### src/rtl/spi_flash_loader_pkg.sv
// Shared definitions for the SPI flash boot loader: sequencer states and
// the fixed bytes it places on the SPI engine.
package spi_flash_loader_pkg;

  typedef enum logic [3:0] {
    ST_SETTLE,
    ST_IDLE,
    ST_CSS,
    ST_CMD,
    ST_A2,
    ST_A1,
    ST_A0,
    ST_PRIME,
    ST_RD,
    ST_CSH
  } state_e;

  localparam logic [7:0] SPI_CMD_READ = 8'h03;
  localparam logic [7:0] READ_FILL    = 8'hFF;

  function automatic logic is_slot_state(state_e s);
    return s inside {ST_CMD, ST_A2, ST_A1, ST_A0, ST_PRIME, ST_RD};
  endfunction

endpackage

### src/rtl/spi_flash_loader_spi_slot_timer.sv
// Byte-slot timer: strobe high for XFER_CYCLES cycles, then one gap cycle,
// repeating for as long as run stays high.
module spi_slot_timer #(
  parameter int XFER_CYCLES = 18
) (
  input  logic clk,
  input  logic rst_n,
  input  logic run,
  output logic strobe_en,
  output logic last_hi,
  output logic slot_end
);

  localparam int CW = $clog2(XFER_CYCLES + 1);
  localparam logic [CW-1:0] LOAD = CW'(XFER_CYCLES);

  logic [CW-1:0] cnt_q, cnt_d;

  // Down-counter: LOAD..1 is strobe-high, 0 is the gap cycle.
  always_comb begin
    cnt_d = LOAD;
    if (run) begin
      cnt_d = (cnt_q == '0) ? LOAD : cnt_q - 1'b1;
    end
  end

  always_ff @(posedge clk) begin
    if (!rst_n) cnt_q <= LOAD;
    else        cnt_q <= cnt_d;
  end

  assign strobe_en = run && (cnt_q != '0);
  assign last_hi   = run && (cnt_q == CW'(1));
  assign slot_end  = run && (cnt_q == '0);

endmodule

### src/rtl/spi_flash_loader.sv
// Boot loader sequencer: reads a block from SPI flash through the byte
// engine and writes it into RAM; passes CPU SPI strobes through while idle.
module spi_flash_loader
  import spi_flash_loader_pkg::*;
#(
  parameter int XFER_CYCLES = 18,
  parameter int CS_SETUP    = 2,
  parameter int MEM_AW      = 19,
  parameter int LEN_W       = 16
) (
  input  logic              clk,
  input  logic              rst_n,
  input  logic              start,
  input  logic [23:0]       flash_addr,
  input  logic [MEM_AW-1:0] mem_base,
  input  logic [LEN_W-1:0]  length,
  output logic              ready,
  output logic              busy,
  output logic              done,
  input  logic              cpu_enviar,
  input  logic              cpu_recibir,
  input  logic [7:0]        cpu_din,
  output logic              spi_enviar,
  output logic              spi_recibir,
  output logic [7:0]        spi_din,
  input  logic [7:0]        spi_dout,
  output logic              flash_cs_n,
  output logic [MEM_AW-1:0] mem_addr,
  output logic [7:0]        mem_data,
  output logic              mem_we
);

  localparam int WW = $clog2(XFER_CYCLES + CS_SETUP + 1);

  state_e            state_q, state_d;
  logic [WW-1:0]     wait_q, wait_d;
  logic [23:0]       faddr_q, faddr_d;
  logic [MEM_AW-1:0] ptr_q, ptr_d, mem_addr_q, mem_addr_d;
  logic [LEN_W-1:0]  len_q, len_d;
  logic [7:0]        mem_data_q, mem_data_d;
  logic              mem_we_q, mem_we_d, done_q, done_d;
  logic              idle, strobe_en, last_hi, slot_end;

  assign idle = (state_q == ST_IDLE);

  spi_slot_timer #(.XFER_CYCLES(XFER_CYCLES)) u_timer (
    .clk       (clk),
    .rst_n     (rst_n),
    .run       (is_slot_state(state_q)),
    .strobe_en (strobe_en),
    .last_hi   (last_hi),
    .slot_end  (slot_end)
  );

  assign ready      = idle && !cpu_enviar && !cpu_recibir;
  assign busy       = !(state_q inside {ST_SETTLE, ST_IDLE});
  assign flash_cs_n = !busy;
  assign done       = done_q;
  assign mem_addr   = mem_addr_q;
  assign mem_data   = mem_data_q;
  assign mem_we     = mem_we_q;

  always_comb begin
    spi_enviar  = 1'b0;
    spi_recibir = 1'b0;
    spi_din     = '0;
    case (state_q)
      ST_IDLE: begin
        spi_enviar  = cpu_enviar;
        spi_recibir = cpu_recibir;
        spi_din     = cpu_din;
      end
      ST_CMD:   begin spi_enviar = strobe_en; spi_din = SPI_CMD_READ;    end
      ST_A2:    begin spi_enviar = strobe_en; spi_din = faddr_q[23:16]; end
      ST_A1:    begin spi_enviar = strobe_en; spi_din = faddr_q[15:8];  end
      ST_A0:    begin spi_enviar = strobe_en; spi_din = faddr_q[7:0];   end
      ST_PRIME, ST_RD: begin
        spi_recibir = strobe_en;
        spi_din     = READ_FILL;
      end
      default: ;
    endcase
  end

  always_comb begin
    state_d    = state_q;
    wait_d     = wait_q;
    faddr_d    = faddr_q;
    ptr_d      = ptr_q;
    len_d      = len_q;
    mem_addr_d = mem_addr_q;
    mem_data_d = mem_data_q;
    mem_we_d   = 1'b0;
    done_d     = 1'b0;
    case (state_q)
      ST_SETTLE: begin
        if (wait_q == '0) state_d = ST_IDLE;
        else              wait_d  = wait_q - 1'b1;
      end
      ST_IDLE: begin
        if (start && ready) begin
          faddr_d = flash_addr;
          ptr_d   = mem_base;
          len_d   = length;
          if (length == '0) begin
            done_d = 1'b1;
          end else begin
            state_d = ST_CSS;
            wait_d  = WW'(CS_SETUP - 1);
          end
        end
      end
      ST_CSS: begin
        if (wait_q == '0) state_d = ST_CMD;
        else              wait_d  = wait_q - 1'b1;
      end
      ST_CMD:   if (slot_end) state_d = ST_A2;
      ST_A2:    if (slot_end) state_d = ST_A1;
      ST_A1:    if (slot_end) state_d = ST_A0;
      ST_A0:    if (slot_end) state_d = ST_PRIME;
      ST_PRIME: if (slot_end) state_d = ST_RD;
      ST_RD: begin
        // Byte is stable on the engine output by the last strobe-high cycle.
        if (last_hi) begin
          mem_data_d = spi_dout;
          mem_addr_d = ptr_q;
          ptr_d      = ptr_q + 1'b1;
          mem_we_d   = 1'b1;
        end
        if (slot_end) begin
          len_d = len_q - 1'b1;
          if (len_q == LEN_W'(1)) begin
            state_d = ST_CSH;
            wait_d  = WW'(CS_SETUP - 1);
          end
        end
      end
      ST_CSH: begin
        if (wait_q == '0) begin
          state_d = ST_IDLE;
          done_d  = 1'b1;
        end else begin
          wait_d = wait_q - 1'b1;
        end
      end
      default: state_d = ST_SETTLE;
    endcase
  end

  always_ff @(posedge clk) begin
    if (!rst_n) begin
      state_q    <= ST_SETTLE;
      wait_q     <= WW'(XFER_CYCLES - 1);
      faddr_q    <= '0;
      ptr_q      <= '0;
      len_q      <= '0;
      mem_addr_q <= '0;
      mem_data_q <= '0;
      mem_we_q   <= 1'b0;
      done_q     <= 1'b0;
    end else begin
      state_q    <= state_d;
      wait_q     <= wait_d;
      faddr_q    <= faddr_d;
      ptr_q      <= ptr_d;
      len_q      <= len_d;
      mem_addr_q <= mem_addr_d;
      mem_data_q <= mem_data_d;
      mem_we_q   <= mem_we_d;
      done_q     <= done_d;
    end
  end

endmodule

### config.mk
export PLATFORM = sky130hd
export DESIGN_NAME = spi_flash_loader
export DESIGN_NICKNAME = d
export VERILOG_FILES = /design/src/rtl/spi_flash_loader_pkg.sv /design/src/rtl/spi_flash_loader_spi_slot_timer.sv /design/src/rtl/spi_flash_loader.sv
export SDC_FILE = /design/constraint.sdc
export NUM_CORES = 1
export LEC_CHECK = 0
export BUFFER_PORTS_ARGS = -buffer_cell sky130_fd_sc_hd__buf_4
export CAP_MARGIN = 20
export CORE_AREA = 2 2 103 105
export DETAILED_ROUTE_END_ITERATION = 6
export DIE_AREA = 0 0 105 107
export MAX_ROUTING_LAYER = met4
export PLACE_DENSITY_LB_ADDON = 0.3
export SETUP_SLACK_MARGIN = 0.15
export SLEW_MARGIN = 30
export SYNTH_ARGS = -nofsm -noshare
export SYNTH_HDL_FRONTEND = slang
export SYNTH_SLANG_ARGS = --single-unit
### constraint.sdc
create_clock -name clk -period 3.85 [get_ports clk]
set_clock_uncertainty 0.2 [all_clocks]
set_input_delay 0.385 -clock clk [delete_from_list [all_inputs] [get_ports clk]]
set_output_delay 0.385 -clock clk [all_outputs]
set_load 0.02 [all_outputs]
-- Word-level counts from Yosys, hierarchy flattened
Cells that the tools add are included.
- register bits: 102
- bits in latches: 0
- RAM bits: 0
- memory bits (read-only): 0
- output and inout port bits: 42
- memories kept: 0
- add/sub/neg operators: 4
- multipliers: 0
- div/mod/pow operators: 0
- magnitude comparators: 0
- equal/unequal tests: 24
- shift operators: 0
- muxes and demuxes: 32
- bitwise logic cells: 2
- reductions and logical operators: 30
- operator list (kind ; count):
    one-hot mux 8 bit (6 select lines) ; 1
    two-way mux 4 bit ; 11
    two-way mux 19 bit ; 2
    one-hot mux 19 bit (2 select lines) ; 1
    one-hot mux 4 bit (9 select lines) ; 1
    two-way mux 16 bit ; 2
    one-hot mux 16 bit (2 select lines) ; 1
    two-way mux 5 bit ; 5
    != test 2 bit, second input constant ; 10
    adder 19 x 1 -> 19 bit, second input constant ; 1
    == test 16 x 1 -> 1 bit, second input constant ; 1
    == test 4 x 3 -> 1 bit, second input constant ; 4
    logical NOT 16 bit ; 1
    subtractor 16 x 1 -> 16 bit, second input constant ; 1
    one-hot mux 5 bit (3 select lines) ; 1
    AND reduction 11 bit ; 1
    logical NOT 5 bit ; 2
    subtractor 5 x 1 -> 5 bit, second input constant ; 2
    == test 4 x 2 -> 1 bit, second input constant ; 2
    == test 4 bit, second input constant ; 2
    logical AND 1 bit ; 6
    != test 2 x 1 -> 1 bit, second input constant ; 3
    one-hot mux 1 bit (2 select lines) ; 3
    AND reduction 2 bit ; 3
    15 further kinds ; 25

-- Depth between registers and ports, before layout
Gate-level depths: netlist of run 1.
- word-level depth: 6
- depth in mapped cells: 9

-- By module
From an unflattened synthesis of run 1, not the netlist that was laid out.
- cell total of the unflattened synthesis: 698
- area total of the unflattened synthesis: 5356.4 um^2
- by module, submodules not included (module ; times used ; cells an instance ; area each (um^2)):
    spi_flash_loader ; 1 ; 670 ; 5091.1
    spi_slot_timer ; 1 ; 28 ; 265.3

-- Worst setup path before layout of run 1
No wires, ideal clock.
- kind: reg2reg
- from: register len_q[0]
- to: register state_q[2]
- library setup time: 0.117 ns
- arrival time: 2.182 ns
- required time: 3.533 ns
- slack: 1.351 ns
- stages on the path, launching flop included: 7
- buffers on the path: 0
- clock period less this slack: 2.499 ns
- cells stage by stage: dfxtp_1 -> ha_1 -> or4b_4 -> nor4_4 -> o21ai_1 -> or4_1 -> a32o_1
- cells in the longest elaborated chain, start to end: 3
- RTL lines (what ; RTL line ; RTL):
    start: declaration ; spi_flash_loader.sv:39 ; logic [LEN_W-1:0] len_q, len_d;
    start signal: assignment ; spi_flash_loader.sv:166 ; len_q <= len_d;
    == test 16 x 1 -> 1 bit ; spi_flash_loader.sv:132 ; if (len_q == LEN_W'(1)) begin
    != test 2 x 1 -> 1 bit (no source line) ; - ;
    AND reduction 11 bit (no source line) ; - ;
    end signal: assignment ; spi_flash_loader.sv:162 ; state_q <= state_d;
    end: declaration ; spi_flash_loader.sv:35 ; state_e state_q, state_d;
No other way between the ends.
A chain may end at the register's enable or synchronous reset.

-- Worst setup path in the final report of run 1
- from: register state_q[1]
- to: output spi_din[0]
- cells in the longest elaborated chain, start to end: 3
- elaborated cells on any way between the ends: 9
- RTL lines (what ; RTL line ; RTL):
    == test 4 x 3 -> 1 bit or == test 4 bit (tied branches) ; spi_flash_loader.sv:67 ; case (state_q)
    OR reduction 2 bit ; spi_flash_loader.sv:67 ;
    one-hot mux 8 bit (6 select lines) (*) ; spi_flash_loader.sv:67 ;
    end: declaration ; spi_flash_loader.sv:25 ; output logic [7:0] spi_din,
Every way passes the cells marked *; elsewhere a longest branch is shown, timed or not.

==> flow_summary.ini, run 1 <==
[outcome]
outcome = finished, final reports clean

[hold_path]
worstHoldStart = spi_dout[6]
hp-class = input port to register
hold_end = mem_data[6]
hold-path-cell-count = 3

[floorplanning]
die_h_um = 107
row_count = 37
start_util_pct = 53.8
core-area_sq_um = 10100
die_area_sq_um = 11200
ioPinCount = 122
dieWidth_um = 105

[clocking]
cts_setup_buffers = 0
cts-root-buf = clkbuf_8
numCtsBuffers = 9
clock-sinks = 102
h-tree-depth = 3
max-clock-path-buffers = 2
hold_buffers = 0
insertion_delay_ns = 0.38
cts_tree = built
cts_resized = 0
clkSlewWorstSetupHoldPaths_ns = 0.11

[global_routing]
busiest_layer = met2
met3_usage_pct = 4.98
grt_pass1_vias = 5312
grtUsageTotal_pct = 26.5
grtUsageMet2_pct = 43.0
grt_first_pass_wirelength_um = 24100
antenna_found_initial = 0
met1_usage_pct = 33.3
grt_max_degree = 55
overflow = 0

[sta]
period_share_pct = 78.6
hold_violations = 0
max_slew_margin_pct = 35.9
worst_pin_slew_ns = 0.960
finalWorstSetupSlack_ns = 0.825
whs_ns = 0.0383
setup_viol_count_final = 0
finalSetupTns_ns = 0
fin_crit_ns = 3.03
grt_setup_unrepaired = false
slew_viol_final = 0
max_freq_mhz = 331

[synthesis]
synth_compound_area_share_pct = 25.2
synth_edf_count = 0
synth-main-ff-cell = dfxtp_1
synth_warnings = 0
synthXorXnorAreaFrac_pct = 0.645
synthMuxAreaShare_pct = 1.82
ys_types = 67
syn_nets = 824
synthAdderAreaFrac_pct = 1.84
syn_avg_cell_area_sq_um = 7.38
synthCells = 736
yosysSeqAreaShare_pct = 37.6
synthesis.area_sq_um = 5430
ys_ff_latch = 102
synthSimpleGateAreaFrac_pct = 27.6
synth_top_family_by_area = simple AND/OR/NAND/NOR gates
async_flop_share_pct = 0

[final_layout]
antenna_cells = 0
syn2layout_area_growth_pct = 21.3
design_area_sq_um = 6590
final_core_util_pct = 65.3
final_cells = 961
drive_gt1_share_pct = 21.3
layout.nets = 908
final_cell_mix = nand2_1, buf_4, dfxtp_1, a21oi_1, nor2_1
n_fill_cell = 887
final_common_cell = nand2_1

[routing]
vias_per_cell = 5.91
drc_errors = 0
routed_wl_um = 14800
first_iter_violations = 396
antenna_left = 0
vias = 5683
drt_first_pass_iters = 4
wl_per_cell_um = 15.4

[critical_path]
cp.arrival_ns = 2.44
r2r_end = ptr_q[14]
required_ns = 3.26
cp-end-kind = output port
start_kind = register
cp_max_fo = 22
crit_type = register to output port
r2r_slack_ns = 0.92
r2r_cells = 6
r2r_start = state_q[1]
crit_start = state_q[1]

[power]
switchingPower_uw = 871
switching_share_pct = 33.5
p_comb_share_pct = 26.6
clock_power_share_pct = 27.9
totalPowerFinal_mw = 2.60
p_int_mw = 1.73
peakVddDrop_mv = 0.195
sequentialPowerShare_pct = 45.5
p_leak_nw = 2.50
power.density_nw_per_um2 = 394

[place]
io_buffers = 121
place_ws_ns = 0.986
dpl.hpwl_um = 10300
place_area_sq_um = 6380
dp_cells = 945
gp_congestion = 0.926

[job]
drv_cap = 0
[logic make-up after synthesis]
group / count (synthesis)
AOI/OAI and AO/OA: 221
and+or+nand+nor: 316
adders and majority gates: 8
muxes: 9
DFF: 102
buffers and inverters: 76
xor gates and xnor gates: 4
[flip-flops by register name, summed over array words and instances, names as in the netlist]
| signal | cells |
|---|---|
| mem_addr | 19 |
| mem_data | 8 |
| ptr_q | 19 |
| done | 1 |
| faddr_q | 24 |
| u_timer.cnt_q | 5 |
| len_q | 16 |
| state_q | 4 |
| mem_we | 1 |
| wait_q | 5 |
[layout make-up]
type	count	area [sq um]	share of cell area [%]
clock inverters	7	88.8	1.35
repair buffers	131	983	14.9
clock buffers	9	124	1.88
flip-flops and latches	102	2040	31.0
multi-input cells	558	3110	47.2
well taps	136	170	2.58
inverters	18	67.6	1.03
[critical path: stages (launching register included)]
cell and delay, ns:
dfxtp_1 0.82, buf_4 0.33, and2_0 0.35, a21oi_1 0.09, o22ai_1 0.26, buf_4 0.20
[metal layers]
layer,share of wire (%),wire length (um),vias up
met2,48,7080,241
li1,-,-,2790
met4,1.9,286,0
met5,0,0,-
met3,7.7,1140,26
met1,42,6250,2626
[worst max path at each step]
stage                       endpoint  depth (start not counted)  slack, ns
after global placement    state_q[2]                          5       1.04
after global routing      spi_din[0]                          5       0.73
final                     spi_din[0]                          5       0.82
after CTS                      ready                          3       0.92
after floorplan           state_q[2]                          6       1.35
after detailed placement  state_q[2]                          5       0.99
[cells in the mapped netlist, drive strengths merged (7+ instances only)]
master  count  area [sq um]
a31oi      12          75.1
nor4       11          83.8
nand2b      7          43.8
o31ai       7          52.6
nor2       69           262
nand4      10          62.6
nor3       19          95.1
dfxtp     102          2040
ha          8           100
clkbuf     52           196
o221a       9           101
or4         7          56.3
o21ai      35           175
a21oi      98           490
nand3      12          60.1
nand2     143           537
inv        18          67.6
o22ai      15          93.8
mux2        7          78.8
o31a        7          61.3
[power by group through the flow]
stage | sequential [mW] | clock (mW) | combinational (mW)
after floorplan | 1.16 | 0 | 0.516
after global placement | 1.20 | 0 | 0.659
after detailed placement | 1.20 | 0 | 0.682
after CTS | 1.18 | 0.732 | 0.685
after global routing | 1.19 | 0.775 | 0.757
final | 1.18 | 0.724 | 0.691
(Power assumes the default switching activity.)
==> inputs of run 2 (changes only) <==
--- a/config.mk
+++ b/config.mk
@@ -5,11 +5,12 @@
 export SDC_FILE = /design/constraint.sdc
 export NUM_CORES = 1
 export LEC_CHECK = 0
+export ABC_AREA = 1
 export BUFFER_PORTS_ARGS = -buffer_cell sky130_fd_sc_hd__buf_4
 export CAP_MARGIN = 20
-export CORE_AREA = 2 2 103 105
+export CORE_AREA = 2 2 109 111
 export DETAILED_ROUTE_END_ITERATION = 6
-export DIE_AREA = 0 0 105 107
+export DIE_AREA = 0 0 111 113
 export MAX_ROUTING_LAYER = met4
 export PLACE_DENSITY_LB_ADDON = 0.3
 export SETUP_SLACK_MARGIN = 0.15
==> constraint.sdc (replaced) <==
create_clock -name clk -period 2.6 [get_ports clk]
set_clock_uncertainty 0.2 [all_clocks]
set_input_delay 0.26 -clock clk [delete_from_list [all_inputs] [get_ports clk]]
set_output_delay 0.26 -clock clk [all_outputs]
set_load 0.02 [all_outputs]
==> flow_summary.ini, run 2 <==
[outcome]
outcome = complete, but fails checks
violations = negative hold slack

[sta]
hold_violations = 1
setup_viol_count_final = 0
period_share_pct = 88.6
grt_setup_unrepaired = false
slew_viol_final = 0
max_slew_margin_pct = 71.4
fin_crit_ns = 2.30
whs_ns = -0.00499
finalWorstSetupSlack_ns = 0.297
finalSetupTns_ns = 0
max_freq_mhz = 434
worst_pin_slew_ns = 0.427

[power]
peakVddDrop_mv = 0.489
p_comb_share_pct = 43.7
p_int_mw = 3.37
power.density_nw_per_um2 = 807
switchingPower_mw = 2.35
clock_power_share_pct = 22.8
sequentialPowerShare_pct = 33.5
switching_share_pct = 41.1
p_leak_nw = 3.05
totalPowerFinal_mw = 5.72

[global_routing]
grt_first_pass_wirelength_um = 25400
busiest_layer = met2
met1_usage_pct = 33.2
grt_max_degree = 41
grt_pass1_vias = 5357
overflow = 0
grtUsageTotal_pct = 25.1
grtUsageMet2_pct = 39.6
met3_usage_pct = 2.84
antenna_found_initial = 0

[critical_path]
required_ns = 2.14
cp.arrival_ns = 1.84
cp-end-kind = output port
crit_type = register to output port
start_kind = register
cp_max_fo = 8
r2r_cells = 8

[synthesis]
synthTopCellsByCount = nor2_1, nand2_1, dfxtp_1
synthCells = 840
yosysSeqAreaShare_pct = 37.6
synthesis.area_sq_um = 5440
synth_area_leader_cell = dfxtp_1
synth_top_area_share_pct = 37.6
syn_nets = 928
ys_ff_latch = 102
synth_edf_count = 0
async_flop_share_pct = 0
synth.area.top_cells = dfxtp_1, nor2_1, nand2_1
syn_avg_cell_area_sq_um = 6.47
synth-main-ff-cell = dfxtp_1
yosysMostFrequentCell = nor2_1
synth_warnings = 0
ys_types = 38

[routing]
antenna_left = 0
vias_per_cell = 5.17
first_iter_violations = 559
drc_errors = 0
routed_wl_um = 15200
vias = 5851
wl_per_cell_um = 13.4
drt_first_pass_iters = 5

[clocking]
max-clock-path-buffers = 2
numCtsBuffers = 9
clock-sinks = 102
cts_tree = built
insertion_delay_ns = 0.35
clkSlewWorstSetupHoldPaths_ns = 0.07
h-tree-depth = 3
cts-root-buf = clkbuf_16

[floorplanning]
row_count = 39
die_h_um = 113
dieWidth_um = 111
die_area_sq_um = 12500
core-area_sq_um = 11300
ioPinCount = 122
start_util_pct = 48.2

[place]
gp_congestion = 0.861
dpl.hpwl_um = 10600
io_buffers = 121
place_ws_ns = 0.446

[final_layout]
final_cell_mix = nor2_1, nand2_1, buf_4, dfxtp_1, o21ai_0
largest_reg_flops = 24
final_common_cell = nor2_1
drive_gt1_share_pct = 18.4
syn2layout_area_growth_pct = 30.4
antenna_cells = 0
final_core_util_pct = 62.9
regArea_sq_um = 2040
multi_input_area_sq_um = 3040
n_fill_cell = 1027
max_flop_register = faddr_q
layout.nets = 1071

[hold_path]
hold-path-cell-count = 3
hp-class = input port to register

[job]
drv_cap = 0
-- run 2: timing repair --
item                                    in CTS  in global routing
hold endpoints to repair                    32                  0
hold buffers                                32                  0
gates resized for setup                      0                  3
buffers inserted                             0                  0
endpoints found under the setup margin       0                  5
-- run 2: routing by layer --
layer  up-vias  wire length (um)
met3        34               826
met4         0               401
li1       3005                 -
met1      2617              6950
met2       195              7010
met5         -                 0
-- run 2: logic make-up (layout without fill, tap and decap cells) --
group | count (synthesis) | count (layout) | synth area share [%]
compound gates | 150 | 150 | 14.9
xor+xnor | 9 | 9 | 1.45
fa+ha+maj | 8 | 8 | 1.84
buf+inv | 89 | 237 | 6.88
flops | 102 | 102 | 37.6
simple gates | 482 | 482 | 37.3
-- run 2: worst paths after layout --
path | to | start | slack (ns)
setup / recovery | spi_din[4] | state_q[2] | 0.30
setup reg to reg | faddr_q[8] | state_q[0] | 0.31
hold / removal | faddr_q[23] | flash_addr[23] | -0.005
hold reg to reg | u_timer.cnt_q[0] | u_timer.cnt_q[0] | 0.27
-- run 2: through the flow --
stage | instance area, sq um | std cells | hold WS (ns)
after floorplan | 5440 | 840 | 0.221
after global placement | 6470 | 1083 | 0.247
after detailed placement | 6470 | 1083 | 0.257
after CTS | 7080 | 1131 | 0.000997
after global routing | 7090 | 1131 | 0.00808
final | 7090 | 1131 | -0.00499
-- run 2: power by group through the flow --
stage / logic (mW) / registers, mW / clock network, mW
2_1_floorplan: 1.83 / 1.91 / 0
3_3_place_gp: 2.39 / 1.94 / 0
3_5_place_dp: 2.41 / 1.95 / 0
4_1_cts: 2.47 / 1.91 / 1.31
5_1_grt: 2.79 / 1.95 / 1.40
6_report: 2.50 / 1.92 / 1.31
-- run 2: final cells by class --
| cell class | instances | area share (%) |
|---|---|---|
| flip-flops and latches | 102 | 28.8 |
| well taps | 143 | 2.52 |
| clock buffers | 10 | 3.37 |
| inverters | 54 | 2.86 |
| multi-input cells | 649 | 42.8 |
| clock inverters | 6 | 0.635 |
| repair buffers | 167 | 19.0 |
-- run 2: worst max-delay path: stages, from the launching register on --
cell     delay, ns
dfxtp_1       0.45
inv_2         0.07
nor2_1        0.17
inv_1         0.10
nor3_1        0.14
buf_4         0.20
a21oi_1       0.09
nand4_1       0.12
buf_4         0.16
